===== src/rtl/a2d_arbiter.sv =====
// -----------------------------------------------------------------------------
// a2d_arbiter
//   Shares one A2D converter between two requesters. Requester 0 is the
//   slide-pot channel scanner and requester 1 is an auxiliary sampler
//   (battery/temperature). The arbiter owns the conversion sequence:
//   pick a winner, drive its channel, pulse start, wait for completion and
//   hand back the result with a one-cycle done strobe.
//
// Parameters
//   RES_W     result width from the A2D
//   CH_W      channel select width
//   FIXED_PRI 0 = round-robin on ties, 1 = requester 1 always wins ties
//   TIMEOUT   WAIT-state cycle limit (only with A2D_TIMEOUT_EN)
//
// Optional feature macro
//   A2D_TIMEOUT_EN  when defined, a conversion that never completes is
//                   abandoned after TIMEOUT WAIT cycles and reported with
//                   err=1. When undefined, WAIT holds indefinitely and err
//                   is tied low.
//
// Ports
//   clk, rst_n        clock (rising edge), asynchronous active-low reset
//   req0/chnl0        requester 0 level request and channel
//   req1/chnl1        requester 1 level request and channel
//   gnt0/gnt1         owner indication (one-hot or zero)
//   done0/done1       one-cycle completion strobe to the owner
//   res               last conversion result, held until next completion
//   err               timeout flag, valid with the done strobe
//   busy              high in any state other than IDLE
//   strt_cnv          one-cycle start pulse to the A2D
//   chnnl             channel driven to the A2D, latched at grant
//   cnv_cmplt/a2d_res A2D completion strobe and result
//   dbg_state         current FSM state (0 IDLE, 1 START, 2 WAIT, 3 DONE)
//
// Handshake: a requester raises reqN (level) with chnlN stable. The arbiter
// answers with gntN, held from the grant through the DONE cycle, and pulses
// doneN for exactly one cycle with res/err valid. The requester drops reqN
// at the edge that closes the done cycle; IDLE only samples requests one
// cycle later, so a dropped request never re-triggers, while a request that
// is still high in IDLE is treated as a new one.
// -----------------------------------------------------------------------------
module a2d_arbiter #(
  parameter int RES_W     = 12,
  parameter int CH_W      = 3,
  parameter bit FIXED_PRI = 1'b0,
  parameter int TIMEOUT   = 64
) (
  input  logic             clk,
  input  logic             rst_n,
  input  logic             req0,
  input  logic [CH_W-1:0]  chnl0,
  input  logic             req1,
  input  logic [CH_W-1:0]  chnl1,
  output logic             gnt0,
  output logic             gnt1,
  output logic             done0,
  output logic             done1,
  output logic [RES_W-1:0] res,
  output logic             err,
  output logic             busy,
  output logic             strt_cnv,
  output logic [CH_W-1:0]  chnnl,
  input  logic             cnv_cmplt,
  input  logic [RES_W-1:0] a2d_res,
  output logic [1:0]       dbg_state
);

  typedef enum logic [1:0] {
    ST_IDLE  = 2'd0,
    ST_START = 2'd1,
    ST_WAIT  = 2'd2,
    ST_DONE  = 2'd3
  } state_t;

  state_t            state_q, state_d;
  logic              owner_q, owner_d;   // 0 = requester 0, 1 = requester 1
  logic              last_q,  last_d;    // requester served most recently
  logic [CH_W-1:0]   chnnl_q, chnnl_d;
  logic [RES_W-1:0]  res_q,   res_d;
  logic              winner;

`ifdef A2D_TIMEOUT_EN
  localparam int CNT_W = (TIMEOUT > 2) ? $clog2(TIMEOUT) : 1;
  logic [CNT_W-1:0]  cnt_q, cnt_d;
  logic              err_q, err_d;
  logic              timed_out;
`endif

  // Winner selection: a lone request wins outright; on a tie the
  // round-robin pointer favours whoever was not served last.
  always_comb begin
    winner = req1;
    if (req0 && req1) begin
      winner = FIXED_PRI ? 1'b1 : ~last_q;
    end
  end

`ifdef A2D_TIMEOUT_EN
  // Counter is zero on the first WAIT cycle; hitting TIMEOUT-1 there means
  // TIMEOUT WAIT cycles have elapsed without a completion.
  assign timed_out = (cnt_q == CNT_W'(TIMEOUT - 1));
  assign cnt_d     = (state_q == ST_WAIT) ? cnt_q + 1'b1 : '0;
`endif

  // State register
  always_ff @(posedge clk or negedge rst_n) begin
    if (!rst_n) begin
      state_q <= ST_IDLE;
      owner_q <= 1'b0;
      last_q  <= 1'b1;
      chnnl_q <= '0;
      res_q   <= '0;
`ifdef A2D_TIMEOUT_EN
      cnt_q   <= '0;
      err_q   <= 1'b0;
`endif
    end else begin
      state_q <= state_d;
      owner_q <= owner_d;
      last_q  <= last_d;
      chnnl_q <= chnnl_d;
      res_q   <= res_d;
`ifdef A2D_TIMEOUT_EN
      cnt_q   <= cnt_d;
      err_q   <= err_d;
`endif
    end
  end

  // Next-state logic
  always_comb begin
    state_d = state_q;
    owner_d = owner_q;
    last_d  = last_q;
    chnnl_d = chnnl_q;
    res_d   = res_q;
`ifdef A2D_TIMEOUT_EN
    err_d   = err_q;
`endif
    unique case (state_q)
      ST_IDLE: begin
        if (req0 || req1) begin
          owner_d = winner;
          last_d  = winner;
          chnnl_d = winner ? chnl1 : chnl0;
          state_d = ST_START;
        end
      end
      ST_START: begin
        state_d = ST_WAIT;
      end
      ST_WAIT: begin
        // A completion on the same edge as the timeout takes priority.
        if (cnv_cmplt) begin
          res_d   = a2d_res;
`ifdef A2D_TIMEOUT_EN
          err_d   = 1'b0;
`endif
          state_d = ST_DONE;
        end
`ifdef A2D_TIMEOUT_EN
        else if (timed_out) begin
          err_d   = 1'b1;
          state_d = ST_DONE;
        end
`endif
      end
      ST_DONE: begin
        state_d = ST_IDLE;
      end
      default: begin
        state_d = ST_IDLE;
      end
    endcase
  end

  // Output decode (Moore: depends only on registered state)
  always_comb begin
    busy     = (state_q != ST_IDLE);
    gnt0     = busy && !owner_q;
    gnt1     = busy &&  owner_q;
    strt_cnv = (state_q == ST_START);
    done0    = (state_q == ST_DONE) && !owner_q;
    done1    = (state_q == ST_DONE) &&  owner_q;
  end

  assign res       = res_q;
  assign chnnl     = chnnl_q;
  assign dbg_state = state_q;

`ifdef A2D_TIMEOUT_EN
  assign err = err_q;
`else
  assign err = 1'b0;
`endif

endmodule

===== config.mk =====
export PLATFORM = sky130hd
export DESIGN_NAME = a2d_arbiter
export DESIGN_NICKNAME = d
export VERILOG_FILES = /design/src/rtl/a2d_arbiter.sv
export SDC_FILE = /design/constraint.sdc
export NUM_CORES = 1
export LEC_CHECK = 0
export ABC_AREA = 1
export BUFFER_PORTS_ARGS = -buffer_cell sky130_fd_sc_hd__buf_2
export CAP_MARGIN = 25
export CORE_MARGIN = 4
export CORE_UTILIZATION = 44
export CTS_CLUSTER_DIAMETER = 200
export CTS_CLUSTER_SIZE = 16
export DETAILED_ROUTE_END_ITERATION = 8
export PLACE_DENSITY = 0.86
export SETUP_SLACK_MARGIN = 0.1
export SYNTH_ARGS = -nofsm -noshare
export SYNTH_HDL_FRONTEND = slang
export SYNTH_SLANG_ARGS = --single-unit

===== constraint.sdc =====
create_clock -name clk -period 1.3 [get_ports clk]
set_input_delay 0.195 -clock clk [delete_from_list [all_inputs] [get_ports clk]]
set_output_delay 0.195 -clock clk [all_outputs]
set_load 0.01 [all_outputs]

==> impl_results.md <==
- Status: complete, but fails checks
- Failing checks: setup timing
- GPL Wtd Cong: 0.774
- Critical path depth: 4
- Fillers: 159
- P_leak: 0.807 nW
- Setup crit end kind: output pin
- Via-to-Cell Ratio: 4.87
- Clock Sinks: 19
- CTS Buffer Depth: 2
- RSZ-0062 raised after global routing: true
- Syn-to-layout area delta: 48.9%
- Setup skew after layout: 0.00671 ns
- Mapped Cells: 117
- H-tree levels: 1
- Worst vdd ir: 1.65 mV
- Max-cap violations: 0
- Synthesis-stage register bit count: 19
- Final nets: 198
- Worst reg-to-reg path cell count: 6
- DIE HEIGHT: 54.2 um
- Commonest non-fill, non-tap cell in the layout: buf_2
- Critical R2R Capture: dbg_state[0]
- Hpwl dp: 1770 um
- Final critical-path required period: 1.39 ns
- R2R Path Start: dbg_state[0]
- GRT Util Overall: 17.5%
- Post-synthesis sequential area ratio: 50.8%
- Hold Vio Cnt, Final: 0
- Ranking of synthesized cells by area: dfrtp_1 48%, nand2_1 18%, nand3_1 11%
- # port buffers: 45
- Setup crit start: dbg_state[1]
- Data arrival, critical path: 1.19 ns
- WS Path Type: reg2out
- Gr ovfl total: 0
- Clock-pin slew of the registers on the worst-case setup and hold paths: 0.11 ns
- Fraction of the mapped netlist area in compound gates: 0.533%
- DIE AREA: 2940 sq um
- Initial Utilization: 46.9%
- Number of vias after detailed routing: 955
- Antenna fix cells: 0
- Pwr dens: 2360 nW/um^2
- Worst path bufs/invs: 3
- Pin count of the biggest net entering global routing: 20
- Mapped Area: 938 sq um
- Non-filler cells, final: 196
- Crit path capture: busy
- Layout cells sized above 1: 47.9%
- Final setup fails: 7
- Die W: 54.2 um
- Wire per inst: 13.1 um
- Ratio of final minimum period to clock period: 107%
- R2r setup slk: -0.02 ns
- Crit-path cells: inv_4 -> ha_4 -> inv_2 -> buf_6
- WP data required: 1.11 ns
- Dpl cells: 186
- Detail Route Antenna Nets: 0
- Yosys Warn Count: 0
- TritonCTS buffer count: 3
- Vias in the first global route: 910
- Simple-Gate Fraction of Synth Area: 33.6%
- DRT Wirelength: 2570 um
- Row count: 16
- Core area: 2000 sq um
- Global-route wire length before repair: 3680 um
- Worst min-delay path class: in2reg
- Main combinational cell family by area after synthesis: simple AND/OR/NAND/NOR gates
- Top Ports: 47
- Top Family by Delay on Critical Path: flip-flops
- Leading area contributor after synthesis: dfrtp_1
- Setup ws final: -0.0858 ns
- CTS tree: built
- Slew Viols, Final: 0
- CTS root buf: clkbuf_4
- Residual DRC: 0
- Critical path's slowest cell: dfrtp_2
- Slowest Stage Delay on Critical Path: 0.47 ns
- Commonest non-fill, non-tap cells in the layout: 44 x buf_2, 40 x nand2_1, 17 x nand3_1, 16 x dfrtp_1, 9 x inv_1
- Crit start category: register
- Mean Syn Cell Area: 8.02 sq um
- Adder-Cell Fraction of Synth Area: 6.67%
- Portion of netlist area occupied by mux cells: 0%
- FMAX: 722 MHz
- CP max FO: 4
- Mapped Nets: 145
- Pre-CTS WS: 0.0275 ns
- Yosys cell types: 16
- DRT Pass-1 Iters: 4
- Post-Synth XOR/XNOR Area: 0%
- Clock Latency Late Sink: 0.29 ns
- Top-area cell type share of the netlist area: 48.0%
- Detailed router's first-iteration violation count: 28
- Initial antenna violation count: 0
==> worst min path at each step <==
| stage | startpoint | endpoint | slack (ns) | cells past startpoint |
|---|---|---|---|---|
| floorplan | rst_n | chnnl[0] | -0.10 | 0 |
| global placement | rst_n | res[10] | 0.14 | 1 |
| detailed placement | rst_n | res[5] | 0.16 | 1 |
| CTS | a2d_res[11] | res[11] | 0.13 | 3 |
| global route | a2d_res[6] | res[6] | 0.11 | 3 |
| finish | a2d_res[3] | res[3] | 0.12 | 3 |
==> registers in the layout, summed over array words and instances, names as in the netlist <==
name	flops
owner_q	1
res	12
chnnl	3
last_q	1
dbg_state	2
==> power by group <==
group          leakage, nW  switching [mW]  internal, mW  total (mW)
clock network       0.0177           0.181         0.114       0.295
registers            0.231           0.211         0.893        1.10
logic                0.558            1.03         0.873        1.90
==> tightest hold or removal path, stage by stage <==
cell	delay (ns)
buf_2	0.08
nand3_1	0.06
nand2_1	0.05
==> through the flow <==
| step | instance area (sq um) | hold slack (ns) | TNS [ns] | power, mW | utilization, % |
|---|---|---|---|---|---|
| final | 1400 | 0.120 | -0.396 | 3.30 | 69.8 |
| after global routing | 1400 | 0.112 | -0.841 | 3.56 | 69.8 |
| after CTS | 1320 | 0.133 | -0.343 | 3.04 | 66.1 |
| after detailed placement | 1200 | 0.160 | 0 | 2.51 | 59.9 |
| after global placement | 1200 | 0.142 | 0 | 2.43 | 59.9 |
| after floorplan | 956 | -0.101 | 0 | 1.95 | - |
==> repair_timing <==
action,4_1_cts,5_1_grt
setup buffers,4,0
hold buffers,1,0
endpoints found under the setup margin,22,23
cloned,0,1
hold endpoints to repair,18,0
pin swaps,8,7
resized for setup,12,13
==> synthesized netlist by cell type <==
library cell / n
nor2_4: 1
dfrtp_1: 18
inv_1: 12
buf_4: 1
nand2_1: 45
ha_1: 5
conb_1: 1
or2_2: 1
nand2_2: 1
inv_2: 2
nor2_2: 1
dfstp_2: 1
o21ai_0: 1
nor2_1: 3
buf_2: 3
nand3_1: 21
==> routing by layer <==
metal	wire length, um	global-route usage [%]	part of all wire (%)
met1	929	17.4	36
met2	1490	35.1	58
met3	107	1.11	4.2
met4	45	9.13	1.8
met5	0	0	0
==> logic make-up (layout without fill, tap and decap cells) <==
kind of cell             after synthesis  after routing
flip-flops                            19             19
adder cells (fa/ha/maj)                5              5
other                                  1              1
buffers and inverters                 18             70
AND/OR/NAND/NOR                       73             73
AO/OA/AOI/OAI                          1              1
==> area by class of cell <==
class	instances	area (sq um)	area share, %
Multi-Input combinational cell	80	488	34.9
Clock buffer	3	22.5	1.61
Inverter	14	57.6	4.12
Tap cell	27	33.8	2.42
Timing Repair Buffer	52	312	22.3
Sequential cell	19	479	34.3
Clock inverter	1	5.00	0.358
(Power assumes the default switching activity.)
